## src/rtl/ahb_gpio_sequencer_if.sv

```systemverilog
// AHB-Lite bus bundle between the GPIO sequencer (master) and the bus segment.
// The bus segment feeds the GPIO slave.
interface ahb_gpio_sequencer_if;
    logic [31:0] HADDR;
    logic [1:0]  HTRANS;
    logic        HWRITE;
    logic [2:0]  HSIZE;
    logic [31:0] HWDATA;
    logic [31:0] HRDATA;
    logic        HREADY;

    modport master (output HADDR, HTRANS, HWRITE, HSIZE, HWDATA,
                    input  HRDATA, HREADY);
    modport slave  (input  HADDR, HTRANS, HWRITE, HSIZE, HWDATA,
                    output HRDATA, HREADY);
endinterface

```

## src/rtl/ahb_gpio_sequencer.sv

```systemverilog
// Autonomous AHB-Lite master: writes the GPIO direction register, then
// alternates two data patterns at a programmable period, reading back after each.
module ahb_gpio_sequencer #(
    parameter logic [31:0] GPIO_BASE = 32'h5300_0000,
    parameter int          PERIOD_W  = 16
) (
    input  logic                HCLK,
    input  logic                HRESETn,
    input  logic                start,
    input  logic                stop,
    input  logic [15:0]         dir_cfg,
    input  logic [15:0]         pattern_a,
    input  logic [15:0]         pattern_b,
    input  logic [7:0]          count,
    input  logic [PERIOD_W-1:0] period,
    ahb_gpio_sequencer_if.master bus,
    output logic                busy,
    output logic                done,
    output logic                aborted,
    output logic [15:0]         last_in
);
    typedef enum logic [3:0] {
        S_IDLE, S_DIR_A, S_DIR_D, S_WAIT, S_WR_A, S_WR_D, S_RD_A, S_RD_D, S_DONE
    } state_t;

    localparam logic [1:0]          HT_IDLE    = 2'b00;
    localparam logic [1:0]          HT_NONSEQ  = 2'b10;
    localparam logic [PERIOD_W-1:0] PERIOD_ONE = {{(PERIOD_W-1){1'b0}}, 1'b1};

    state_t              state_q, state_d;
    logic [15:0]         dir_q, dir_d, pat_a_q, pat_a_d, pat_b_q, pat_b_d;
    logic [7:0]          count_q, count_d, wcnt_q, wcnt_d;
    logic [PERIOD_W-1:0] period_q, period_d, wait_q, wait_d;
    logic                sel_q, sel_d;
    logic [31:0]         haddr_q, haddr_d, hwdata_q, hwdata_d;
    logic [1:0]          htrans_q, htrans_d;
    logic                hwrite_q, hwrite_d;
    logic                busy_q, busy_d, done_q, done_d, aborted_q, aborted_d;
    logic [15:0]         last_in_q, last_in_d;
    logic                unused_hrdata_s;

    function automatic logic [PERIOD_W-1:0] eff_period(input logic [PERIOD_W-1:0] p);
        return (p == '0) ? PERIOD_ONE : p;
    endfunction

    // Next-state logic, then bus outputs derived from the state being entered
    always_comb begin
        state_d   = state_q;
        dir_d     = dir_q;
        pat_a_d   = pat_a_q;
        pat_b_d   = pat_b_q;
        count_d   = count_q;
        period_d  = period_q;
        wait_d    = wait_q;
        wcnt_d    = wcnt_q;
        sel_d     = sel_q;
        aborted_d = aborted_q;
        last_in_d = last_in_q;
        haddr_d   = haddr_q;
        hwrite_d  = hwrite_q;
        hwdata_d  = hwdata_q;
        htrans_d  = HT_IDLE;

        case (state_q)
            S_IDLE: begin
                if (start) begin
                    state_d   = S_DIR_A;
                    dir_d     = dir_cfg;
                    pat_a_d   = pattern_a;
                    pat_b_d   = pattern_b;
                    count_d   = count;
                    period_d  = period;
                    wcnt_d    = 8'd0;
                    sel_d     = 1'b0;
                    aborted_d = 1'b0;
                end else begin
                    state_d = S_IDLE;
                end
            end
            S_DIR_A: if (bus.HREADY) state_d = S_DIR_D; else state_d = S_DIR_A;
            S_DIR_D: begin
                if (bus.HREADY) begin
                    if (count_q == 8'd0) begin
                        state_d = S_DONE;
                    end else begin
                        state_d = S_WAIT;
                        wait_d  = eff_period(period_q);
                    end
                end else begin
                    state_d = S_DIR_D;
                end
            end
            // stop is only honoured when the idle gap expires, never mid-transfer
            S_WAIT: begin
                if (wait_q <= PERIOD_ONE) begin
                    if (stop) begin
                        state_d   = S_DONE;
                        aborted_d = 1'b1;
                    end else begin
                        state_d = S_WR_A;
                    end
                end else begin
                    wait_d = wait_q - PERIOD_ONE;
                end
            end
            S_WR_A: if (bus.HREADY) state_d = S_WR_D; else state_d = S_WR_A;
            S_WR_D: begin
                if (bus.HREADY) begin
                    state_d = S_RD_A;
                    sel_d   = ~sel_q;
                    wcnt_d  = wcnt_q + 8'd1;
                end else begin
                    state_d = S_WR_D;
                end
            end
            S_RD_A: if (bus.HREADY) state_d = S_RD_D; else state_d = S_RD_A;
            S_RD_D: begin
                if (bus.HREADY) begin
                    last_in_d = bus.HRDATA[15:0];
                    if (wcnt_q == count_q) begin
                        state_d = S_DONE;
                    end else begin
                        state_d = S_WAIT;
                        wait_d  = eff_period(period_q);
                    end
                end else begin
                    state_d = S_RD_D;
                end
            end
            S_DONE:  state_d = S_IDLE;
            default: state_d = S_IDLE;
        endcase

        // Data-phase states leave HADDR/HWRITE untouched so they stay stable
        case (state_d)
            S_DIR_A: begin
                htrans_d = HT_NONSEQ;
                haddr_d  = GPIO_BASE + 32'd4;
                hwrite_d = 1'b1;
            end
            S_DIR_D: hwdata_d = {16'h0000, dir_q};
            S_WR_A: begin
                htrans_d = HT_NONSEQ;
                haddr_d  = GPIO_BASE;
                hwrite_d = 1'b1;
            end
            S_WR_D: hwdata_d = {16'h0000, (sel_q ? pat_b_q : pat_a_q)};
            S_RD_A: begin
                htrans_d = HT_NONSEQ;
                haddr_d  = GPIO_BASE;
                hwrite_d = 1'b0;
            end
            default: htrans_d = HT_IDLE;
        endcase

        busy_d = (state_d != S_IDLE) && (state_d != S_DONE);
        done_d = (state_d == S_DONE);
    end

    // State, shadow and output registers
    always_ff @(posedge HCLK or negedge HRESETn) begin
        if (!HRESETn) begin
            state_q   <= S_IDLE;
            dir_q     <= 16'h0000;
            pat_a_q   <= 16'h0000;
            pat_b_q   <= 16'h0000;
            count_q   <= 8'd0;
            period_q  <= '0;
            wait_q    <= '0;
            wcnt_q    <= 8'd0;
            sel_q     <= 1'b0;
            haddr_q   <= 32'h0000_0000;
            htrans_q  <= HT_IDLE;
            hwrite_q  <= 1'b0;
            hwdata_q  <= 32'h0000_0000;
            busy_q    <= 1'b0;
            done_q    <= 1'b0;
            aborted_q <= 1'b0;
            last_in_q <= 16'h0000;
        end else begin
            state_q   <= state_d;
            dir_q     <= dir_d;
            pat_a_q   <= pat_a_d;
            pat_b_q   <= pat_b_d;
            count_q   <= count_d;
            period_q  <= period_d;
            wait_q    <= wait_d;
            wcnt_q    <= wcnt_d;
            sel_q     <= sel_d;
            haddr_q   <= haddr_d;
            htrans_q  <= htrans_d;
            hwrite_q  <= hwrite_d;
            hwdata_q  <= hwdata_d;
            busy_q    <= busy_d;
            done_q    <= done_d;
            aborted_q <= aborted_d;
            last_in_q <= last_in_d;
        end
    end

    assign bus.HADDR       = haddr_q;
    assign bus.HTRANS      = htrans_q;
    assign bus.HWRITE      = hwrite_q;
    assign bus.HSIZE       = 3'b010;
    assign bus.HWDATA      = hwdata_q;
    assign busy            = busy_q;
    assign done            = done_q;
    assign aborted         = aborted_q;
    assign last_in         = last_in_q;
    assign unused_hrdata_s = ^bus.HRDATA[31:16];
endmodule

```

## src/flat_wrapper.sv

```systemverilog
// flat-port wrapper written by rule: the top's interface ports become plain ports
module ahb_gpio_sequencer_flat 
#(
    parameter logic [31:0] GPIO_BASE = 32'h5300_0000,
    parameter int          PERIOD_W  = 16
)
  (HCLK, HRESETn, start, stop, dir_cfg, pattern_a, pattern_b, count, period, busy, done, aborted, last_in, bus_HADDR, bus_HTRANS, bus_HWRITE, bus_HSIZE, bus_HWDATA, bus_HRDATA, bus_HREADY);
  ahb_gpio_sequencer_if bus_i ();
  input  logic HCLK;
  input  logic HRESETn;
  input  logic start;
  input  logic stop;
  input  logic [15:0] dir_cfg;
  input  logic [15:0] pattern_a;
  input  logic [15:0] pattern_b;
  input  logic [7:0] count;
  input  logic [PERIOD_W-1:0] period;
  output logic busy;
  output logic done;
  output logic aborted;
  output logic [15:0] last_in;
  output wire logic [$bits(bus_i.HADDR)-1:0] bus_HADDR;
  output wire logic [$bits(bus_i.HTRANS)-1:0] bus_HTRANS;
  output wire logic [$bits(bus_i.HWRITE)-1:0] bus_HWRITE;
  output wire logic [$bits(bus_i.HSIZE)-1:0] bus_HSIZE;
  output wire logic [$bits(bus_i.HWDATA)-1:0] bus_HWDATA;
  input wire logic [$bits(bus_i.HRDATA)-1:0] bus_HRDATA;
  input wire logic [$bits(bus_i.HREADY)-1:0] bus_HREADY;
  assign bus_HADDR = bus_i.HADDR;
  assign bus_HTRANS = bus_i.HTRANS;
  assign bus_HWRITE = bus_i.HWRITE;
  assign bus_HSIZE = bus_i.HSIZE;
  assign bus_HWDATA = bus_i.HWDATA;
  assign bus_i.HRDATA = bus_HRDATA;
  assign bus_i.HREADY = bus_HREADY;
  ahb_gpio_sequencer #(.GPIO_BASE(GPIO_BASE), .PERIOD_W(PERIOD_W)) u_core (.HCLK(HCLK), .HRESETn(HRESETn), .start(start), .stop(stop), .dir_cfg(dir_cfg), .pattern_a(pattern_a), .pattern_b(pattern_b), .count(count), .period(period), .bus(bus_i), .busy(busy), .done(done), .aborted(aborted), .last_in(last_in));
endmodule
```

## config.mk

```make
export PLATFORM = sky130hd
export DESIGN_NAME = ahb_gpio_sequencer_flat
export DESIGN_NICKNAME = d
export VERILOG_FILES = /design/src/rtl/ahb_gpio_sequencer_if.sv /design/src/rtl/ahb_gpio_sequencer.sv /design/src/flat_wrapper.sv
export SDC_FILE = /design/constraint.sdc
export NUM_CORES = 1
export LEC_CHECK = 0
export BUFFER_PORTS_ARGS = -buffer_cell sky130_fd_sc_hd__buf_2
export CORE_ASPECT_RATIO = 0.5
export CORE_MARGIN = 10
export CORE_UTILIZATION = 40
export CTS_CLUSTER_SIZE = 20
export DETAILED_ROUTE_END_ITERATION = 16
export GPL_TIMING_DRIVEN = 0
export PLACE_DENSITY = 0.75
export SLEW_MARGIN = 0
export SYNTH_ARGS = -nofsm -noshare
export SYNTH_HDL_FRONTEND = slang
export SYNTH_SLANG_ARGS = --single-unit
```

## constraint.sdc

```tcl
create_clock -name HCLK -period 2.4 [get_ports HCLK]
set_input_delay 0.48 -clock HCLK [delete_from_list [all_inputs] [get_ports HCLK]]
set_output_delay 0.48 -clock HCLK [all_outputs]
set_load 0.05 [all_outputs]
```

---- Word level (Yosys, flattened, before mapping) ----
Index checks and enable logic that the tools add are counted.
word-level totals
  flip-flop bits (word level) ............. 187
  input bits .............................. 109
  output and inout bits ................... 89
  word-level logic and storage cells ...... 97
operators by class
  add/sub/neg operators ................... 2
  $lt $le $gt $ge ......................... 1
  equal/unequal tests ..................... 24
  multiplexer cells ....................... 33
  bitwise logic cells ..................... 1
  reduce and logical (&&, ||, !) cells .... 19
operators with widths
  kind                     count
  $pmux W32 S2             2
  $mux W16                 7
  $pmux W16 S3             1
  $pmux W4 S8              1
  $eq A4 B3 Y1 const B     7
  $mux W4                  6
  $le A16 B1 Y1 const B    1
  $logic_not A16 Y1        1
  $mux W8                  2
  $ne A2 B2 Y1 const B     8
  $pmux W8 S2              1
  $sub A16 B1 Y16 const B  1
  $eq A4 B2 Y1 const B     3
  $reduce_bool A2 Y1       5
  $add A8 B1 Y8 const B    1
  $eq A4 B1 Y1 const B     2
  $eq A8 B8 Y1             1
  $logic_not A8 Y1         1
  $mux W1                  7
  $mux W2                  3
  $pmux W1 S2              3
  $reduce_and A6 Y1        1
  $eq A4 B4 Y1 const B     1
  $logic_not A4 Y1         1
  11 further kinds         13

---- Logic depth before layout (Yosys ltp) ----
  depth after elaboration ................. 7
  gate-level depth with buffers ........... 9
  gate-level depth less buffers ........... 8

---- Least setup slack after synthesis ----
Ideal clock, no wire load.
  kind .................................... register to register
  start point ............................. register u_core.wait_q[3]
  end point ............................... register u_core.haddr_q[2], in the netlist u_core.bus.HADDR[2]
  library setup time ...................... 0.118 ns
  arrival time ............................ 2.216 ns
  required time ........................... 2.282 ns
  setup slack ............................. 0.066 ns
  stages on the path, launching flop included .. 8
  buffers on the path ..................... 1
  period minus slack after synthesis ...... 2.334 ns
  path through ............................ dfrtp_1 > buf_6 > or4_4 > nor3_2 > a21oi_1 > or4_4 > nand2b_4 > a21o_1
on the way
  longest elaborated chain between the ends .. 6
  elaborated cells between the ends (all ways) .. 9
  classes of those cells .................. 1 x order compare; 3 x eq/ne; 3 x mux; 2 x reduce/logical
ends and longest elaborated chain
  item                                                line                       text
  start, declared                                     ahb_gpio_sequencer.sv:33   logic [PERIOD_W-1:0] period_q, period_d, wait_q, wait_d;
  start signal, assigned                              ahb_gpio_sequencer.sv:187  wait_q <= wait_d;
  $le A16 B1 Y1 *                                     ahb_gpio_sequencer.sv:95   if (wait_q <= PERIOD_ONE) begin
  $mux W4 *                                           ahb_gpio_sequencer.sv:95
  $pmux W4 S8 *                                       ahb_gpio_sequencer.sv:64   case (state_q)
  via u_core.state_d[0]                               ahb_gpio_sequencer.sv:30   state_t state_q, state_d;
  $eq A4 B3 Y1                                        ahb_gpio_sequencer.sv:135  case (state_d)
  $reduce_or A2 Y1 (no line)                          -
  $pmux W32 S2 or $reduce_bool A2 Y1 (tied branches)  -
  end signal, assigned                                ahb_gpio_sequencer.sv:190  haddr_q <= haddr_d;
  end, declared                                       ahb_gpio_sequencer.sv:35   logic [31:0] haddr_q, haddr_d, hwdata_q, hwdata_d;
Mark *: on every way through the listed nets, which the timed path passes. The rest lies on a longest branch. The select of a mux whose other input is x is not followed.
A chain may end at the register's enable or synchronous reset.

---- Final worst setup path ----
  start point ............................. register u_core.wait_q[5]
  end point ............................... register u_core.wait_q[14]
on the way
  longest elaborated chain between the ends .. 3
  elaborated cells between the ends (all ways) .. 6
  classes of those cells .................. 1 x add/sub; 1 x order compare; 1 x eq/ne; 2 x mux; 1 x reduce/logical
ends and longest elaborated chain
  item                                               line
  $sub A16 B1 Y16 or $le A16 B1 Y1 (tied branches)   ahb_gpio_sequencer.sv:103, ahb_gpio_sequencer.sv:95
  $mux W16 or $ne A2 B2 Y1 (tied branches)           -
  $pmux W16 S3 or $reduce_and A6 Y1 (tied branches)  -
Several ways; a longest one is shown, not always the timed one. The select of a mux whose other input is x is not followed.

==> metrics.md <==
| Metric | Value |
|---|---|
| Vias in the first global route | `5334` |
| Synthesized area per cell | `11.57 µm²` |
| # nets final | `893` |
| GPL Wtd Cong | `0.8783` |
| Flip-flop and latch area | `3503 µm²` |
| Crit Path Max Fanout | `3` |
| Post-route cell area | `8625 µm²` |
| Fill count | `1437` |
| Post-detailed-routing wire length | `17580 µm` |
| Area Growth Syn to Fin | `29.42%` |
| CTS H-tree depth | `4` |
| Max_cap viols | `0` |
| Gate power share | `0.405` |
| CP Data Required Time | `2.75 ns` |
| Worst reg2reg path depth | `6` |
| PwrDens | `1359 nW/µm²` |
| RSZ-0062 raised after global routing | `true` |
| Setup Skew | `0.009605 ns` |
| Reg-to-reg endpoint | `u_core.wait_q[14]` |
| Core Footprint | `16350 µm²` |
| Run status | `finished clean` |
| Fin. Hold Viols | `0` |
| Grt total ovfl | `0` |
| Via density | `5.042` |
| Leak | `4.012 nW` |
| Post-synthesis sequential area ratio | `0.5257` |
| # port buffers | `134` |
| Post-synth EDFFs | `0` |
| FMAX | `417.0 MHz` |
| Synth area leaders | `dfrtp_1, mux2_2, buf_4` |
| Cells after DPL | `983` |
| GRT Total Usage | `0.1520` |
| WL per Instance | `17.21 µm` |
| CTS tree | `built` |
| Asr flop ratio synth | `1.000` |
| Pin count of the biggest net entering global routing | `88` |
| Layout cells sized above 1 | `0.4408` |
| Main synth FF type | `dfrtp_1` |
| Clock Path Buffers | `2` |
| Mapped cell area | `6664 µm²` |
| Clock network power share | `0.245` |
| Net Switching | `4.526 mW` |
| YS warnings | `0` |
| CTS sink cnt | `140` |
| Antenna cells | `0` |
| Routed vias | `5148` |
| Seq cells post-synth | `140` |
| Yosys cell types | `52` |
| Clock Latency Late Sink | `0.41 ns` |
| Antenna violations before repair | `0` |
| Critical R2R Launch | `u_core.wait_q[5]` |
| Initial core utilization | `0.4076` |
| Min-Delay Path Class | `primary input to asynchronous set/reset pin` |
| Slew @ Worst Pin | `0.9301 ns` |
| Non-filler cells, final | `1021` |
| Slew Viols, Final | `0` |
| Crit share post-route | `0.9991` |
| Max VDD drop | `0.6109 mV` |
| Multi-input gate area | `2902 µm²` |
| DR iter-0 viols | `362` |
| Min Tclk post-route | `2.398 ns` |
| CTS root buf | `clkbuf_16` |
| HPWL Detailed | `12770 µm` |
| Num CTS Buffers | `17` |
| Net Sw Frac | `0.3862` |
| Yosys top cell area share | `0.5257` |
| Setup TNS | `0 ns` |
| Clk slew on worst S/H paths | `0.06 ns` |
| Setup violations, final | `0` |
| Sequential Power Share | `0.351` |
| First-pass GRT wire length | `27850 µm` |
| Worst setup EP type | `flip-flop` |
| Worst-case headroom to the max-slew limit | `0.3639` |
| WP data arrival | `2.75 ns` |
| Die Span Y | `111.3 µm` |
| Synth area leader | `dfrtp_1` |
| Cells after Synth | `576` |
| Internal power | `7.194 mW` |
| Setup crit start kind | `flip-flop` |
| Rows | `33` |
| Setup CP Type | `flip-flop to flip-flop` |
| Die area | `22540 µm²` |
| WHS | `0.02620 ns` |
| Chip Width | `202.5 µm` |
| Post-layout util | `0.5275` |
| ANT nets after route | `0` |
| Post-route DRC | `0` |
| Top-Level Pins | `198` |
| Post-DP Area | `7821 µm²` |
| R2R Setup Slk | `0.002 ns` |
| Iteration count of the initial detailed-routing pass | `5` |
## registers in the layout, summed over array words and instances, names as in the netlist
| name | cells |
|---|---|
| u_core.busy | 1 |
| u_core.bus.HADDR | 2 |
| u_core.wait_q | 16 |
| u_core.period_q | 16 |
| u_core.sel_q | 1 |
| u_core.count_q | 8 |
| u_core.wcnt_q | 8 |
| u_core.last_in | 16 |
| u_core.aborted | 1 |
| u_core.done | 1 |
| u_core.dir_q | 16 |
| u_core.bus.HWRITE | 1 |
| u_core.bus.HWDATA | 16 |
| u_core.state_q | 4 |
| u_core.pat_b_q | 16 |
| u_core.bus.HTRANS | 1 |
| u_core.pat_a_q | 16 |
## cell usage after synthesis, types with 4 or more instances
cell      number
mux2_2        90
or4_1          6
nand2b_1       7
nor4_1         7
or3_1          4
buf_4         50
a21oi_1       14
nand3_1       22
o211ai_1      16
nor2_1        37
nor3_1        13
mux2i_1       19
nand4_1        5
clkbuf_1      26
xor2_1        12
o21ai_0       21
nand2_1       24
dfrtp_1      140
inv_1          6
## per-layer routing
layer  track usage  part of all wire
met5             0                 0
met4       0.05929             0.023
met3       0.03909             0.059
met2        0.2748              0.53
met1        0.1676              0.39
## timing repair
item                                    4_1_cts  5_1_grt
gates resized for setup                      15       23
hold buffers                                  0        0
pin swaps                                     3        5
endpoints found under the setup margin       95       91
setup buffers                                 0        8
## power by group through the flow
stage | clock network [mW] | registers (mW) | logic, mW
final | 2.87 | 4.11 | 4.74
after CTS | 2.91 | 4.10 | 4.60
after global placement | 0 | 4.07 | 4.36
after global routing | 3.01 | 4.24 | 5.11
after floorplan | 0 | 4.83 | 2.59
after detailed placement | 0 | 4.12 | 4.50
## layout make-up
cell class | instances | share of cell area
timing repair buffer | 143 | 0.08864
inverter | 6 | 0.002611
tap | 227 | 0.03293
buffer | 78 | 0.05876
clock inverter | 11 | 0.02220
multi-input combinational | 395 | 0.3364
sequential | 140 | 0.4062
clock buffer | 21 | 0.05223
## stage by stage
| step | power (mW) | worst slack, ns |
|---|---|---|
| final | 11.72 | 0.002130 |
| after global routing | 12.36 | -0.1139 |
| after CTS | 11.61 | -0.0002036 |
| after detailed placement | 8.620 | -0.3176 |
| after global placement | 8.426 | -1.020 |
| after floorplan | 7.418 | 0.06599 |
## worst max-delay path: stages, from the launching register on
cell and delay (ns):
dfrtp_1 0.40, or4_4 0.59, or2_4 0.29, or3_4 0.34, or4_1 0.42, a21oi_1 0.15
o22a_1 0.15
## worst max path at each step
stage,startpoint,end,slack [ns],cells past startpoint
finish,u_core.wait_q[5],u_core.wait_q[14],0.002,6
global placement,HRESETn,u_core.aborted,-1.02,1
floorplan,u_core.wait_q[3],u_core.bus.HADDR[2],0.07,7
global route,u_core.wcnt_q[2],u_core.wait_q[0],-0.11,7
CTS,u_core.count_q[4],u_core.busy,-0.0002,6
detailed placement,u_core.state_q[0],u_core.pat_b_q[9],-0.32,5
## kinds of logic after synthesis
logic type | synth area share
AOI/OAI and AO/OA | 0.07661
xor gates and xnor gates | 0.01972
adders and majority gates | 0.005633
buffers and inverters | 0.07829
DFF | 0.5257
muxes | 0.1806
other | 0.001127
and+or+nand+nor | 0.1123
## placed cells by master (no fill, tap or decap), drive strengths merged, types with 16 or more instances in the layout
master  instances
o211ai         16
clkbuf         46
buf           196
mux2i          19
dfrtp         140
conb           47
nand3          22
nor2           37
mux2           90
nand2          24
o21ai          21
No activity file was read; power rests on OpenSTA's default activity.
